**config.mk**
```make
export PLATFORM = sky130hd
export DESIGN_NAME = mem_wb_writeback_regfile
export DESIGN_NICKNAME = d
export VERILOG_FILES = /design/src/rtl/mem_wb_writeback_regfile.sv
export SDC_FILE = /design/constraint.sdc
export NUM_CORES = 2
export LEC_CHECK = 0
export ABC_AREA = 1
export BUFFER_PORTS_ARGS = -buffer_cell sky130_fd_sc_hd__buf_4
export CAP_MARGIN = 20
export CORE_ASPECT_RATIO = 1.5
export CORE_MARGIN = 2
export CORE_UTILIZATION = 45
export DETAILED_ROUTE_END_ITERATION = 16
export GPL_ROUTABILITY_DRIVEN = 0
export PLACE_DENSITY = 0.64
export SLEW_MARGIN = 20
export SYNTH_ARGS = -nofsm -noshare
export SYNTH_HDL_FRONTEND = slang
export SYNTH_SLANG_ARGS = --single-unit
```
**constraint.sdc**
```tcl
create_clock -name clk -period 2.19 [get_ports clk]
set_input_delay 0.1095 -clock clk [delete_from_list [all_inputs] [get_ports clk]]
set_output_delay 0.1095 -clock clk [all_outputs]
set_load 0.1 [all_outputs]
```
**src/rtl/mem_wb_writeback_regfile.sv**
```systemverilog
// MEM/WB consumer: unpacks the write-back bundle, selects load data or ALU result,
// commits it into the 32x32 architectural register file and counts retired instructions.
module mem_wb_writeback_regfile #(
  parameter logic [31:0] SP_INIT   = 32'h7FFF_EFFC,
  parameter logic [31:0] GP_INIT   = 32'h1000_8000,
  parameter bit          BYPASS_EN = 1'b1
) (
  input  logic        clk,
  input  logic        reset,
  input  logic        wb_valid_i,
  input  logic        reg_write_i,
  input  logic [71:0] mem_wb_i,
  input  logic [4:0]  rs1_addr_i,
  input  logic [4:0]  rs2_addr_i,
  output logic [31:0] rs1_data_o,
  output logic [31:0] rs2_data_o,
  output logic        wb_we_o,
  output logic [4:0]  wb_rd_o,
  output logic [31:0] wb_data_o,
  output logic [31:0] instret_o
);

  logic        mem_read;
  logic        mem_write;
  logic        mem_to_reg;
  logic [4:0]  rd;
  logic [31:0] read_data;
  logic [31:0] alu_result;
  logic        unused_mem_read;

  logic [31:0] regs [32];
  logic [31:0] instret_q;

  assign mem_read   = mem_wb_i[71];
  assign mem_write  = mem_wb_i[70];
  assign mem_to_reg = mem_wb_i[69];
  assign rd         = mem_wb_i[68:64];
  assign read_data  = mem_wb_i[63:32];
  assign alu_result = mem_wb_i[31:0];

  // MemRead only matters upstream; the write-back choice is MemToReg alone.
  assign unused_mem_read = mem_read;

  // A store that also claims reg_write is treated as a plain store.
  assign wb_data_o = mem_to_reg ? read_data : alu_result;
  assign wb_rd_o   = rd;
  assign wb_we_o   = wb_valid_i & reg_write_i & ~mem_write & (rd != 5'd0);

  always_ff @(posedge clk or negedge reset) begin
    if (!reset) begin
      for (int i = 0; i < 32; i++) begin
        if (i == 2)      regs[i] <= SP_INIT;
        else if (i == 3) regs[i] <= GP_INIT;
        else             regs[i] <= '0;
      end
    end else if (wb_we_o) begin
      regs[rd] <= wb_data_o;
    end
  end

  always_ff @(posedge clk or negedge reset) begin
    if (!reset) instret_q <= '0;
    else if (wb_valid_i) instret_q <= instret_q + 32'd1;
  end

  assign instret_o = instret_q;

  // Bypass lets decode see a write that commits on the coming posedge.
  function automatic logic [31:0] read_port(input logic [4:0] addr);
    logic [31:0] val;
    val = regs[addr];
    if (addr == 5'd0) val = '0;
    else if (BYPASS_EN && wb_we_o && (addr == rd)) val = wb_data_o;
    return val;
  endfunction

  assign rs1_data_o = read_port(rs1_addr_i);
  assign rs2_data_o = read_port(rs2_addr_i);

endmodule

```
==> impl_metrics.tcl <==
set metrics [dict create \
    nFillCells 12100 \
    ant_nets 0 \
    vias_per_cell 6.06 \
    synth_edf_count 0 \
    num-nets-final 8359 \
    wl_per_cell_microns 24.7 \
    portBuffers 218 \
    ys_warn_count 0 \
    clock-root-buffer "clkbuf_16" \
    slew_viol_final 0 \
    maxUsedRoutingLayer "met4" \
    finalWorstSetupSlack_ns -0.343 \
    final_cell_mix "nand2_1 (1988), o21ai_0 (1195), dfrtp_1 (1020)" \
    fmax_mhz 395 \
    die_w_microns 302 \
    worst_pin_slew_ns 1.05 \
    first_pass_iters 9 \
    grt_pass1_wl_microns 371000 \
    routed-wl-met3_microns 24900 \
    met1_length_microns 91400 \
    dp_hpwl_microns 158000 \
    cts_tree "yes" \
    die_h_microns 451 \
    drive_gt1_frac 0.181 \
    finalInstanceArea_sq_um 73600 \
    seq_area_frac_synth 0.442 \
    hold_class "input port to register" \
    grt.total_usage 0.362 \
    vias 61200 \
    io-pin-count 220 \
    antenna_found_initial 1 \
    start_util 0.454 \
    clk_latency_ns 0.76 \
    final_core_util 0.559 \
    syn_area_per_cell_sq_um 7.36 \
    dieArea_sq_um 136000 \
    cts_buffers 109 \
    grt_pass1_vias 57600 \
    worstPathRequired_ns 2.08 \
    fin_crit_sh 1.16 \
    setup_viol 62 \
    drcViolationCount 0 \
    cts_buffer_depth 3 \
    cp-start-kind "register" \
    synthToLayoutAreaGrowth_pct 22.9 \
    htree_levels 3 \
    ir_worst_vdd_mv 1.04 \
    core_area_sq_um 132000 \
    met2WireLength_microns 111000 \
    relSlewSlack 0.295 \
    placed_cells 9810 \
    rsz0062_at_grt "yes" \
    status "finished, violations left" \
    critPathMaxFanout 2 \
    syn_area_sq_um 59900 \
    drt_wl_total_microns 250000 \
    yosys_most_used_dff "dfrtp_1" \
    power_density_nw_per_um2 762 \
    fin_setup_tns_ns -7.58 \
    syn-instance-count 8131 \
    hold_ws_ns 0.0498 \
    ff2ff_setup_slack_ns 0.32 \
    worstPathArrival_ns 2.42 \
    drt_iter0_markers 7558 \
    violations "negative setup slack" \
    drv_cap 0 \
    clk_pin_slew_ns 0.07 \
    worst-setup-path-type "register to output port" \
    syn_nets 8218 \
    stdcell_count 10100 \
    cts.sinks 1056 \
    cp-end-kind "output port" \
    finalCriticalPeriod_ns 2.53 \
    power_leakage_nw 32.7 \
    synth_cell_types 40 \
    ys_async_sr_fraction 1.00 \
    placed_area_sq_um 67000 \
    final_common_cell "nand2_1" \
    grt_overflow 0 \
    ys_ff_latch 1056 \
    num_rows 163 \
    hold_viol_final 0 \
    grt_max_degree 103 \
    skew_ns 0.0217 \
]
==> final timing paths <==
kind,from,to,cells past startpoint
setup reg to reg,instret_o[5],instret_o[29],7
hold reg to reg,regs[1018],regs[1018],0
setup / recovery,regs[911],rs1_data_o[15],9
min in group asynchronous,reset,regs[770],3
max in group asynchronous,reset,regs[214],3
hold / removal,mem_wb_i[34],regs[162],6
==> final cells by class <==
| cell class | count | area [sq um] | share of cell area |
|---|---|---|---|
| clock buffer | 167 | 3230 | 0.0439 |
| sequential | 1056 | 26500 | 0.360 |
| multi-input combinational | 5640 | 29600 | 0.403 |
| inverter | 691 | 2670 | 0.0362 |
| clock inverter | 40 | 549 | 0.00746 |
| tap | 1732 | 2170 | 0.0294 |
| timing repair buffer | 774 | 8860 | 0.120 |
| antenna | 1 | 2.50 | 0.0000340 |
==> worst max-delay path, cell delays in order, from the launching register on <==
cell and delay (ns):
dfstp_2 0.54, inv_2 0.04, nand2_1 0.04, o211ai_1 0.08, a21oi_1 0.21, nor2_1 0.06
nand2_1 0.07, nand2_2 0.10, a21oi_4 0.32, buf_12 0.22
==> synthesized netlist by cell type (30+ instances only) <==
cell type	n	area [sq um]
buf_2	269	1350
buf_1	45	169
clkbuf_1	386	1450
dfstp_2	30	788
clkinv_1	33	124
dfrtp_1	1026	25700
nor2_1	182	683
o21ai_0	1351	6760
nand2_1	2111	7920
o21ai_1	102	510
inv_1	644	2420
nand3_1	613	3070
o211ai_1	541	4060
a21oi_1	497	2490
o21a_1	100	751
==> through the flow <==
step	setup WS, ns	total power, mW
floorplan	-0.0394	30.6
global placement	-0.262	34.7
detailed placement	-0.218	35.0
CTS	-0.329	55.8
global route	-0.356	58.2
finish	-0.343	56.1
==> power breakdown <==
group | total [mW] | switching [mW] | internal (mW)
combinational | 13.2 | 8.76 | 4.39
clock | 20.0 | 8.48 | 11.6
sequential | 22.9 | 1.32 | 21.6
==> timing repair <==
action	in CTS	in global routing
setup endpoints to repair	64	64
hold buffers	42	0
endpoints found under the hold margin	1487	0
gates resized for setup	468	301
buffers inserted	10	36
pin swaps	221	260
==> sequential cells by signal (all words and copies together) (netlist names) <==
name,flops
regs,1024
instret_o,32
==> per-layer routing <==
layer | track usage | vias to the layer above
met1 | 0.448 | 29300
met2 | 0.557 | 3545
met3 | 0.0695 | 942
met4 | 0.273 | 0
li1 | - | 27400
met5 | 0 | -
==> cell families after synthesis <==
family | Yosys count | share of synthesized area
AO/OA/AOI/OAI | 2595 | 0.244
XOR/XNOR | 37 | 0.00541
adder cells (fa/ha/maj) | 1 | 0.000209
buffers and inverters | 1435 | 0.0981
flip-flops | 1056 | 0.442
AND/OR/NAND/NOR | 3007 | 0.210
(Power assumes the default switching activity.)
